$ cat src/rtl/ring_pkg.sv
// Shared types and helpers for the ring-counter receive path.
// Index helpers work on 32-bit values so they serve any ring width up to 32.
package ring_pkg;

    typedef enum logic [1:0] {
        UNLOCKED = 2'd0,
        ACQUIRE  = 2'd1,
        LOCKED   = 2'd2
    } ring_state_e;

    function automatic int unsigned next_pos(input int unsigned pos, input int unsigned width);
        return (pos == width - 1) ? 0 : pos + 1;
    endfunction

    // Lowest set bit wins; the caller decides separately whether the word is one-hot.
    function automatic int unsigned onehot_to_idx(input logic [31:0] vec);
        int unsigned pos;
        pos = 0;
        for (int i = 31; i >= 0; i--) begin
            if (vec[i]) pos = i;
        end
        return pos;
    endfunction

endpackage

$ cat src/rtl/onehot_decode.sv
// Combinational one-hot check and position decode of a ring word.
// Kept free of state so other ring-style decoders can reuse it.
module onehot_decode
    import ring_pkg::*;
#(
    parameter int WIDTH = 4,
    parameter int IW    = $clog2(WIDTH)
) (
    input  logic [WIDTH-1:0] ring_in,
    output logic             legal,
    output logic [IW-1:0]    idx
);

    assign legal = ($countones(ring_in) == 1);
    assign idx   = IW'(onehot_to_idx(32'(ring_in)));

endmodule

$ cat src/rtl/ring_decoder_monitor.sv
// Ring-counter receive monitor: decodes position, tracks +1 stepping,
// and reports lock, wrap and step errors with a saturating error count.
//
//  state    | meaning
//  UNLOCKED | no reference position held
//  ACQUIRE  | one legal reference held, waiting for a +1 step
//  LOCKED   | stepping correctly; any deviation is an error
module ring_decoder_monitor
    import ring_pkg::*;
#(
    parameter int WIDTH = 4,
    parameter int ERR_W = 8,
    parameter int IW    = $clog2(WIDTH)
) (
    input  logic             clk,
    input  logic             reset,
    input  logic [WIDTH-1:0] ring_in,
    input  logic             ring_vld,
    output logic [IW-1:0]    idx,
    output logic             idx_vld,
    output logic             legal,
    output logic             locked,
    output logic             wrap,
    output logic             step_err,
    output logic [ERR_W-1:0] err_cnt
);

    ring_state_e      state_q, state_d;
    logic [IW-1:0]    prev_idx_q, prev_idx_d;
    logic [IW-1:0]    idx_q, idx_d;
    logic             idx_vld_q, idx_vld_d;
    logic             legal_q, legal_d;
    logic             wrap_q, wrap_d;
    logic             step_err_q, step_err_d;
    logic [ERR_W-1:0] err_cnt_q, err_cnt_d;

    logic             dec_legal;
    logic [IW-1:0]    dec_idx;
    logic [IW-1:0]    exp_idx;
    logic             step_ok;

    onehot_decode #(
        .WIDTH (WIDTH),
        .IW    (IW)
    ) u_decode (
        .ring_in (ring_in),
        .legal   (dec_legal),
        .idx     (dec_idx)
    );

    assign exp_idx = IW'(next_pos(32'(prev_idx_q), WIDTH));
    assign step_ok = dec_legal && (dec_idx == exp_idx);

    always_comb begin
        state_d    = state_q;
        prev_idx_d = prev_idx_q;
        idx_d      = idx_q;
        idx_vld_d  = 1'b0;
        legal_d    = legal_q;
        wrap_d     = 1'b0;
        step_err_d = 1'b0;
        err_cnt_d  = err_cnt_q;

        if (ring_vld) begin
            legal_d = dec_legal;
            // Every legal sample becomes the new reference, whatever the state does.
            if (dec_legal) begin
                idx_d      = dec_idx;
                idx_vld_d  = 1'b1;
                prev_idx_d = dec_idx;
            end

            unique case (state_q)
                UNLOCKED: begin
                    if (dec_legal) state_d = ACQUIRE;
                end
                ACQUIRE: begin
                    if (step_ok)         state_d = LOCKED;
                    else if (!dec_legal) state_d = UNLOCKED;
                end
                LOCKED: begin
                    if (step_ok) begin
                        wrap_d = (prev_idx_q == IW'(WIDTH - 1)) && (dec_idx == '0);
                    end else begin
                        state_d    = UNLOCKED;
                        step_err_d = 1'b1;
                        if (err_cnt_q != '1) err_cnt_d = err_cnt_q + 1'b1;
                    end
                end
                default: state_d = UNLOCKED;
            endcase
        end
    end

    always_ff @(posedge clk) begin
        if (reset) begin
            state_q    <= UNLOCKED;
            prev_idx_q <= '0;
            idx_q      <= '0;
            idx_vld_q  <= 1'b0;
            legal_q    <= 1'b0;
            wrap_q     <= 1'b0;
            step_err_q <= 1'b0;
            err_cnt_q  <= '0;
        end else begin
            state_q    <= state_d;
            prev_idx_q <= prev_idx_d;
            idx_q      <= idx_d;
            idx_vld_q  <= idx_vld_d;
            legal_q    <= legal_d;
            wrap_q     <= wrap_d;
            step_err_q <= step_err_d;
            err_cnt_q  <= err_cnt_d;
        end
    end

    assign idx      = idx_q;
    assign idx_vld  = idx_vld_q;
    assign legal    = legal_q;
    assign locked   = (state_q == LOCKED);
    assign wrap     = wrap_q;
    assign step_err = step_err_q;
    assign err_cnt  = err_cnt_q;

endmodule

$ cat config.mk
export PLATFORM = sky130hd
export DESIGN_NAME = ring_decoder_monitor
export DESIGN_NICKNAME = d
export VERILOG_FILES = /design/src/rtl/ring_pkg.sv /design/src/rtl/onehot_decode.sv /design/src/rtl/ring_decoder_monitor.sv
export SDC_FILE = /design/constraint.sdc
export NUM_CORES = 1
export LEC_CHECK = 0
export CAP_MARGIN = 40
export CORE_MARGIN = 10
export CORE_UTILIZATION = 40
export DETAILED_ROUTE_END_ITERATION = 16
export GPL_TIMING_DRIVEN = 0
export HOLD_SLACK_MARGIN = 0.1
export PLACE_DENSITY = 0.68
export SLEW_MARGIN = 25
export SYNTH_ARGS = -nofsm -noshare
export SYNTH_HDL_FRONTEND = slang
export SYNTH_SLANG_ARGS = --single-unit
$ cat constraint.sdc
create_clock -name clk -period 3.25 [get_ports clk]
set_clock_uncertainty 0.15 [all_clocks]
set_input_delay 0.65 -clock clk [delete_from_list [all_inputs] [get_ports clk]]
set_output_delay 0.65 -clock clk [all_outputs]
set_load 0.03 [all_outputs]
==> key figures, run 1 <==
Synth
  – Mapped Nets: 111
  – Seq cells post-synth: 16
  – Register area share after synthesis: 0.377
  – Post-synth EDFFs: 0
  – Mean Syn Cell Area: 8.85 um2
  – Synth Instances: 96
  – Fraction of registers with async set/reset: 0
  – Ys Warns: 0
  – Distinct cell type count after synthesis: 34
  – Ys flop type: dfxtp_1
  – Synth top area share: 0.377
  – Synth Cell Area: approximately 850 um2
  – Post-synth top cells: dfxtp_1 (16), a21oi_1 (12), nor2_1 (10)
  – Most instantiated library cell after synthesis: dfxtp_1
  – Top post-synthesis cells by area: dfxtp_1 (38%), ha_1 (10%), a21oi_1 (7.1%)
  – Largest area contributor in the netlist: dfxtp_1

Clock network
  – Clock Latency Late Sink: 280 ps
  – CTS tree: done
  – Root Buffer: clkbuf_4
  – Sink Count: 16
  – H-Tree Depth: 1
  – Clk buf depth: 2
  – Number of buffers created by CTS: 3
  – Clk pin slew, worst setup/hold paths: around 90 ps
  – Cts-stage hold buffer count: 0

Critical path
  – Max incr delay on CP: 470 ps
  – Crit end category: register
  – CP arrival: 3090 ps
  – Crit path max fanout: 6
  – Reg2Reg Setup Slack: 1040 ps
  – Slowest CP cell: fa_1
  – RR Endpoint: err_cnt[4]$_SDFFE_PP0P_
  – Reg-to-Reg Start: idx[0]$_SDFFE_PP0P_
  – WP data required: 3260 ps
  – Critical Path, Cell by Cell: dlygate4sd2_1, ha_1, ha_2, fa_1, nor3b_2, or3b_4, o21ai_4, buf_6, mux2i_1, nor2_1
  – CP delay by family, top: adder cells
  – Worst Path Buf+Inv: 2
  – Crit Path Category: input pin to register
  – Startpoint type of the worst setup path: input pin
  – R2R depth: 7

Die
  – Starting Density: 0.429
  – Die height: 66.1 um
  – Number of cell rows: 16
  – Number of I/O pins: 22
  – CORE AREA: 1980 um2
  – Die area: roughly 4400 um2
  – Die X: 66.1 um

STA
  – Setup TNS: 0 ps
  – RSZ-0062 raised after global routing: no
  – Fin crit period: 3070 ps
  – Least-Margin Pin Slew: about 500 ps
  – Tcrit/Tclk final: 0.945
  – Final setup violation count: 0
  – Max Freq: 326 MHz
  – Final hold violations: 0
  – Fin. max-slew vios: 0
  – Final setup margin: 178 ps
  – Slew HR: 0.668

Global routing
  – All-Layer GR Usage: 0.0929
  – Vias in the first global route: ~790
  – First-pass GRT wire length: 3280 um
  – Largest net degree at the start of global routing: 11
  – Antenna violations before repair: 0
  – GRT overflow: 0

Worst hold path
  – Hold path depth: 2
  – Worst Hold Path EP: legal$_SDFFE_PP0P_
  – Hold/Removal Path Class: register to register
  – Min-delay src: legal$_SDFFE_PP0P_

Drt
  – WL per Instance: 13.7 um
  – DRT Pass-1 Iters: 4
  – Drt total wl: 2030 um
  – Vias per cell: roughly 5.4
  – Routed Antenna Nets: 0
  – DRC viols: 0
  – Via count: 798
  – Drt initial violations: 27

Placed design
  – GP Congestion: 0.789
  – Input/output buffers: 20
  – Place WS: -509 ps
  – HPWL Detailed: 1540 um

Final layout
  – Diodes inserted: 0
  – Final-stage net count: 138
  – Layout cells sized above 1: 0.132
  – # fillers: 184
  – Area delta synth->final: 35.8%

Pwr
  – Peak VDD IR: 0.180 mV
  – Leakage: 0.434 nW
  – Pwr/cell area: 322 nW/um2
  – Total power: 0.000372 W

Job
  – Max cap viols: 0

Run status
  – Status: completed
state kept, by name, summed over array words and instances, names as in the netlist:
| name | flops |
|---|---|
| legal | 1 |
| err_cnt | 8 |
| state_q | 2 |
| idx | 2 |
| wrap | 1 |
| idx_vld | 1 |
| step_err | 1 |
final cells by class:
class	count	area, um2	share of cell area
well taps	27	33.8	0.0293
inverters	3	11.3	0.00976
flip-flops and latches	16	320	0.278
multi-input cells	74	522	0.452
repair buffers	22	218	0.189
clock buffers	3	22.5	0.0195
plain buffers	3	26.3	0.0228
layout by cell type, fill, tap and decap left out, types with 4 or more instances in the layout:
cell / count
clkdlybuf4s50_1: 16
o21ai_0: 6
a21oi_1: 12
ha_1: 5
nand2_1: 4
dfxtp_1: 16
nor2_1: 10
worst max-delay path by stage:
stage,cells after the start,endpoint,from
detailed placement,10,err_cnt[1]$_SDFFE_PP0P_,ring_in[1]
CTS,11,err_cnt[1]$_SDFFE_PP0P_,ring_in[2]
floorplan,10,err_cnt[1]$_SDFFE_PP0P_,ring_in[2]
global route,10,err_cnt[1]$_SDFFE_PP0P_,ring_in[0]
finish,10,err_cnt[1]$_SDFFE_PP0P_,ring_in[0]
global placement,10,err_cnt[1]$_SDFFE_PP0P_,ring_in[1]
through the flow:
| stage | instances | util | hold WS, ps | cell area [um2] |
|---|---|---|---|---|
| floorplan | 96 | - | 329 | 850 |
| global placement | 143 | 0.547 | 313 | 1080 |
| detailed placement | 143 | 0.547 | 321 | 1080 |
| CTS | 148 | 0.571 | 335 | 1130 |
| global route | 148 | 0.582 | 386 | 1150 |
| finish | 148 | 0.582 | 333 | 1150 |
logic make-up after synthesis:
kind of cell / synth area share
AND/OR/NAND/NOR: 0.255
XOR/XNOR: 0.0206
multiplexers: 0.0118
buffers and inverters: 0.0442
AO/OA/AOI/OAI: 0.165
adder cells (fa/ha/maj): 0.127
flip-flops: 0.377
report_power, final:
| part | switching, W | internal [W] | total [W] |
|---|---|---|---|
| logic | 0.0000355 | 0.0000310 | 0.0000665 |
| clock network | 0.0000596 | 0.0000431 | 0.000103 |
| registers | 0.00000286 | 0.000200 | 0.000203 |
| total | 0.0000979 | 0.000274 | 0.000372 |
metal layers:
metal | up-vias | global-route usage | part of all wire
met5 | - | 0 | 0
met4 | 0 | 0.0550 | 0.012
met3 | 3 | 0.0220 | 0.056
met2 | 21 | 0.169 | 0.51
met1 | 372 | 0.0932 | 0.42
li1 | 402 | - | -
timing repair:
item	CTS	global route
buffers inserted	1	0
gates cloned	1	0
setup endpoints to repair	8	8
pin swaps	3	3
resized for setup	7	4
worst register-to-register path, stage by stage, from the launching register on:
cell and delay, ps:
dfxtp_1 340, ha_1 320, nor4_1 320, or3b_4 210
o21ai_4 70, buf_4 160, or3_2 440, a21oi_1 140
Power figures use the tool's default switching activity.
==> run 2: changes to the inputs <==
--- a/config.mk
+++ b/config.mk
@@ -8,10 +8,12 @@
 export CAP_MARGIN = 40
 export CORE_MARGIN = 10
 export CORE_UTILIZATION = 40
+export CTS_BUF_LIST = sky130_fd_sc_hd__clkbuf_4
 export DETAILED_ROUTE_END_ITERATION = 16
 export GPL_TIMING_DRIVEN = 0
 export HOLD_SLACK_MARGIN = 0.1
 export PLACE_DENSITY = 0.68
+export RECOVER_POWER = 25
 export SLEW_MARGIN = 25
 export SYNTH_ARGS = -nofsm -noshare
 export SYNTH_HDL_FRONTEND = slang
==> run 2 against run 1 <==
Against the previous run: worst setup slack is the same; clock power hardly changed; via count decreased by 0.25%; highest routed layer unchanged.
==> key figures, run 2 (same netlist as run 1, synthesis figures left out) <==
Run status
  – Status: completed

STA
  – Final setup violation count: 0 (unchanged)
  – Fin. max-slew vios: 0 (unchanged)
  – Tcrit/Tclk final: 0.945 (unchanged)
  – RSZ-0062 raised after global routing: no
  – Setup TNS: 0 ps (unchanged)
  – Slew HR: 0.668 (about the same)
  – Fin crit period: 3070 ps (unchanged)
  – Least-Margin Pin Slew: 499 ps (-0.00513 ps)
  – Max Freq: 326 MHz (unchanged)
  – Final hold violations: 0 (unchanged)

Clock network
  – Root Buffer: clkbuf_4
  – CTS tree: done
  – Number of buffers created by CTS: 3 (unchanged)
  – Clk buf depth: 2 (unchanged)
  – H-Tree Depth: 1 (unchanged)
  – Clk pin slew, worst setup/hold paths: 90 ps (about the same)
  – Sink Count: 16 (unchanged)
  – Clock Latency Late Sink: 280 ps (about the same)

Critical path
  – Startpoint type of the worst setup path: input pin
  – Crit Path Category: input pin to register
  – End of the critical path: err_cnt[1]$_SDFFE_PP0P_
  – Crit end category: register
  – Crit. Startpoint: ring_in[0]
  – Crit path max fanout: 6 (unchanged)
  – Reg2Reg Setup Slack: 1040 ps (about the same)
  – Critical Path, Cell by Cell: dlygate4sd2_1, ha_1, ha_2, fa_1, nor3b_2, or3b_4, o21ai_4, buf_6, mux2i_1, nor2_1
  – Reg-to-Reg Start: idx[0]$_SDFFE_PP0P_
  – CP arrival: 3090 ps (about the same)
  – R2R depth: 7 (unchanged)
  – Max incr delay on CP: 470 ps (about the same)
  – WP data required: 3260 ps (about the same)
  – RR Endpoint: err_cnt[4]$_SDFFE_PP0P_
  – Slowest CP cell: fa_1

Global routing
  – Largest net degree at the start of global routing: 11 (unchanged)
  – Vias in the first global route: 785 (unchanged)
  – All-Layer GR Usage: 0.0929 (unchanged)
  – Antenna violations before repair: 0 (unchanged)
  – GRT overflow: 0 (unchanged)
  – First-pass GRT wire length: 3280 um (unchanged)

Die
  – Number of I/O pins: 22 (unchanged)
  – Die X: 66.1 um (unchanged)
  – Number of cell rows: 16 (unchanged)
  – Die height: 66.1 um (unchanged)
  – CORE AREA: 1980 um2 (unchanged)
  – Starting Density: 0.429 (unchanged)
  – Die area: 4370 um2 (unchanged)

Final layout
  – # fillers: 184 (unchanged)
  – Area delta synth->final: 35.8% (unchanged)
  – Commonest cells after routing, fill and taps aside: dfxtp_1 (16), a21oi_1 (12), nor2_1 (10)
  – Post-route cell area: 1150 um2 (unchanged)
  – Most common cell after layout, fill and taps aside: dfxtp_1
  – Diodes inserted: 0 (unchanged)
  – Final-stage net count: 138 (unchanged)
  – Layout cells sized above 1: 0.132 (unchanged)
  – Max FFs per register: 8 (unchanged)

Placed design
  – HPWL Detailed: 1540 um (unchanged)
  – GP Congestion: 0.789 (unchanged)
  – Post-placement cell area: 1080 um2 (unchanged)
  – Input/output buffers: 20 (unchanged)

Job
  – Max cap viols: 0 (unchanged)

Pwr
  – Peak VDD IR: 0.180 mV (-0.41%)
  – Pwr/cell area: 321 nW/um2 (-0.30%)
  – Leakage: 0.458 nW (+5.5%)
  – Total power: 0.000371 W (-0.30%)

Drt
  – Wire length on met1: 854 um (-0.47%)
  – WL per Instance: 13.7 um (-0.25%)
  – DRT Pass-1 Iters: 4 (unchanged)
  – Met2 WL: 1030 um (unchanged)
  – Routed Antenna Nets: 0 (unchanged)
  – Drt initial violations: 27 (unchanged)
  – Via count: 796 (-0.25%)
  – Top routing layer in use: met4
  – DRC viols: 0 (unchanged)
  – Vias per cell: 5.38 (-0.25%)
  – Met3 Wirelength: 113 um (unchanged)
  – Drt total wl: 2020 um (-0.25%)

Worst hold path
  – Hold path depth: 2 (unchanged)
  – Hold/Removal Path Class: register to register
## run 2: changes by cell type in the layout (fill, tap and decap cells not counted)
| cell | change |
|---|---|
| clkdlybuf4s50_1 | -7 |
| dlygate4sd3_1 | +7 |
## run 2: report_power, final
group / internal (W) / switching [W]
logic: 0.0000300 / 0.0000355
clock network: 0.0000431 / 0.0000596
registers: 0.000200 / 0.00000273
## run 2: critical path, delay by kind of cell
family,cells,cell delay (ps)
mux,1,170
buf+inv,2,430
fa+ha+maj,3,970
compound gates,1,180
simple gates,3,680
## run 2: stage by stage
| stage | hold WS (ps) | utilization | instances | worst slack [ps] |
|---|---|---|---|---|
| floorplan | 329 | - | 96 | 259 |
| global placement | 313 | 0.547 | 143 | -510 |
| finish | 331 | 0.582 | 148 | 178 |
| detailed placement | 321 | 0.547 | 143 | -509 |
| global route | 384 | 0.582 | 148 | 56.3 |
| CTS | 335 | 0.571 | 148 | 0.558 |
## run 2: cell type report
cell class / instances / area (um2) / area share
multi-input cells: 74 / 522 / 0.452
flip-flops and latches: 16 / 320 / 0.278
repair buffers: 22 / 218 / 0.189
well taps: 27 / 33.8 / 0.0293
plain buffers: 3 / 26.3 / 0.0228
clock buffers: 3 / 22.5 / 0.0195
inverters: 3 / 11.3 / 0.00976
## run 2: worst min path at each step
stage | slack, ps | end | start
2_1_floorplan | 330 | state_q[1]$_SDFFE_PP0P_ | state_q[1]$_SDFFE_PP0P_
3_3_place_gp | 310 | legal$_SDFFE_PP0P_ | legal$_SDFFE_PP0P_
3_5_place_dp | 320 | legal$_SDFFE_PP0P_ | legal$_SDFFE_PP0P_
4_1_cts | 340 | legal$_SDFFE_PP0P_ | legal$_SDFFE_PP0P_
5_1_grt | 380 | legal$_SDFFE_PP0P_ | legal$_SDFFE_PP0P_
6_report | 330 | legal$_SDFFE_PP0P_ | legal$_SDFFE_PP0P_
## run 2: what timing repair did
action                                  in CTS  in global routing
gates cloned                                 1                  0
pin swaps                                    3                  3
resized for setup                            7                  4
endpoints found under the setup margin       8                  8
hold buffers                                 0                  0
setup buffers                                1                  0
## run 2: metal layers
metal / GRT usage / vias up
met1: 0.0932 / 370
li1: - / 402
met3: 0.0220 / 3
met5: 0 / -
met2: 0.169 / 21
met4: 0.0550 / 0
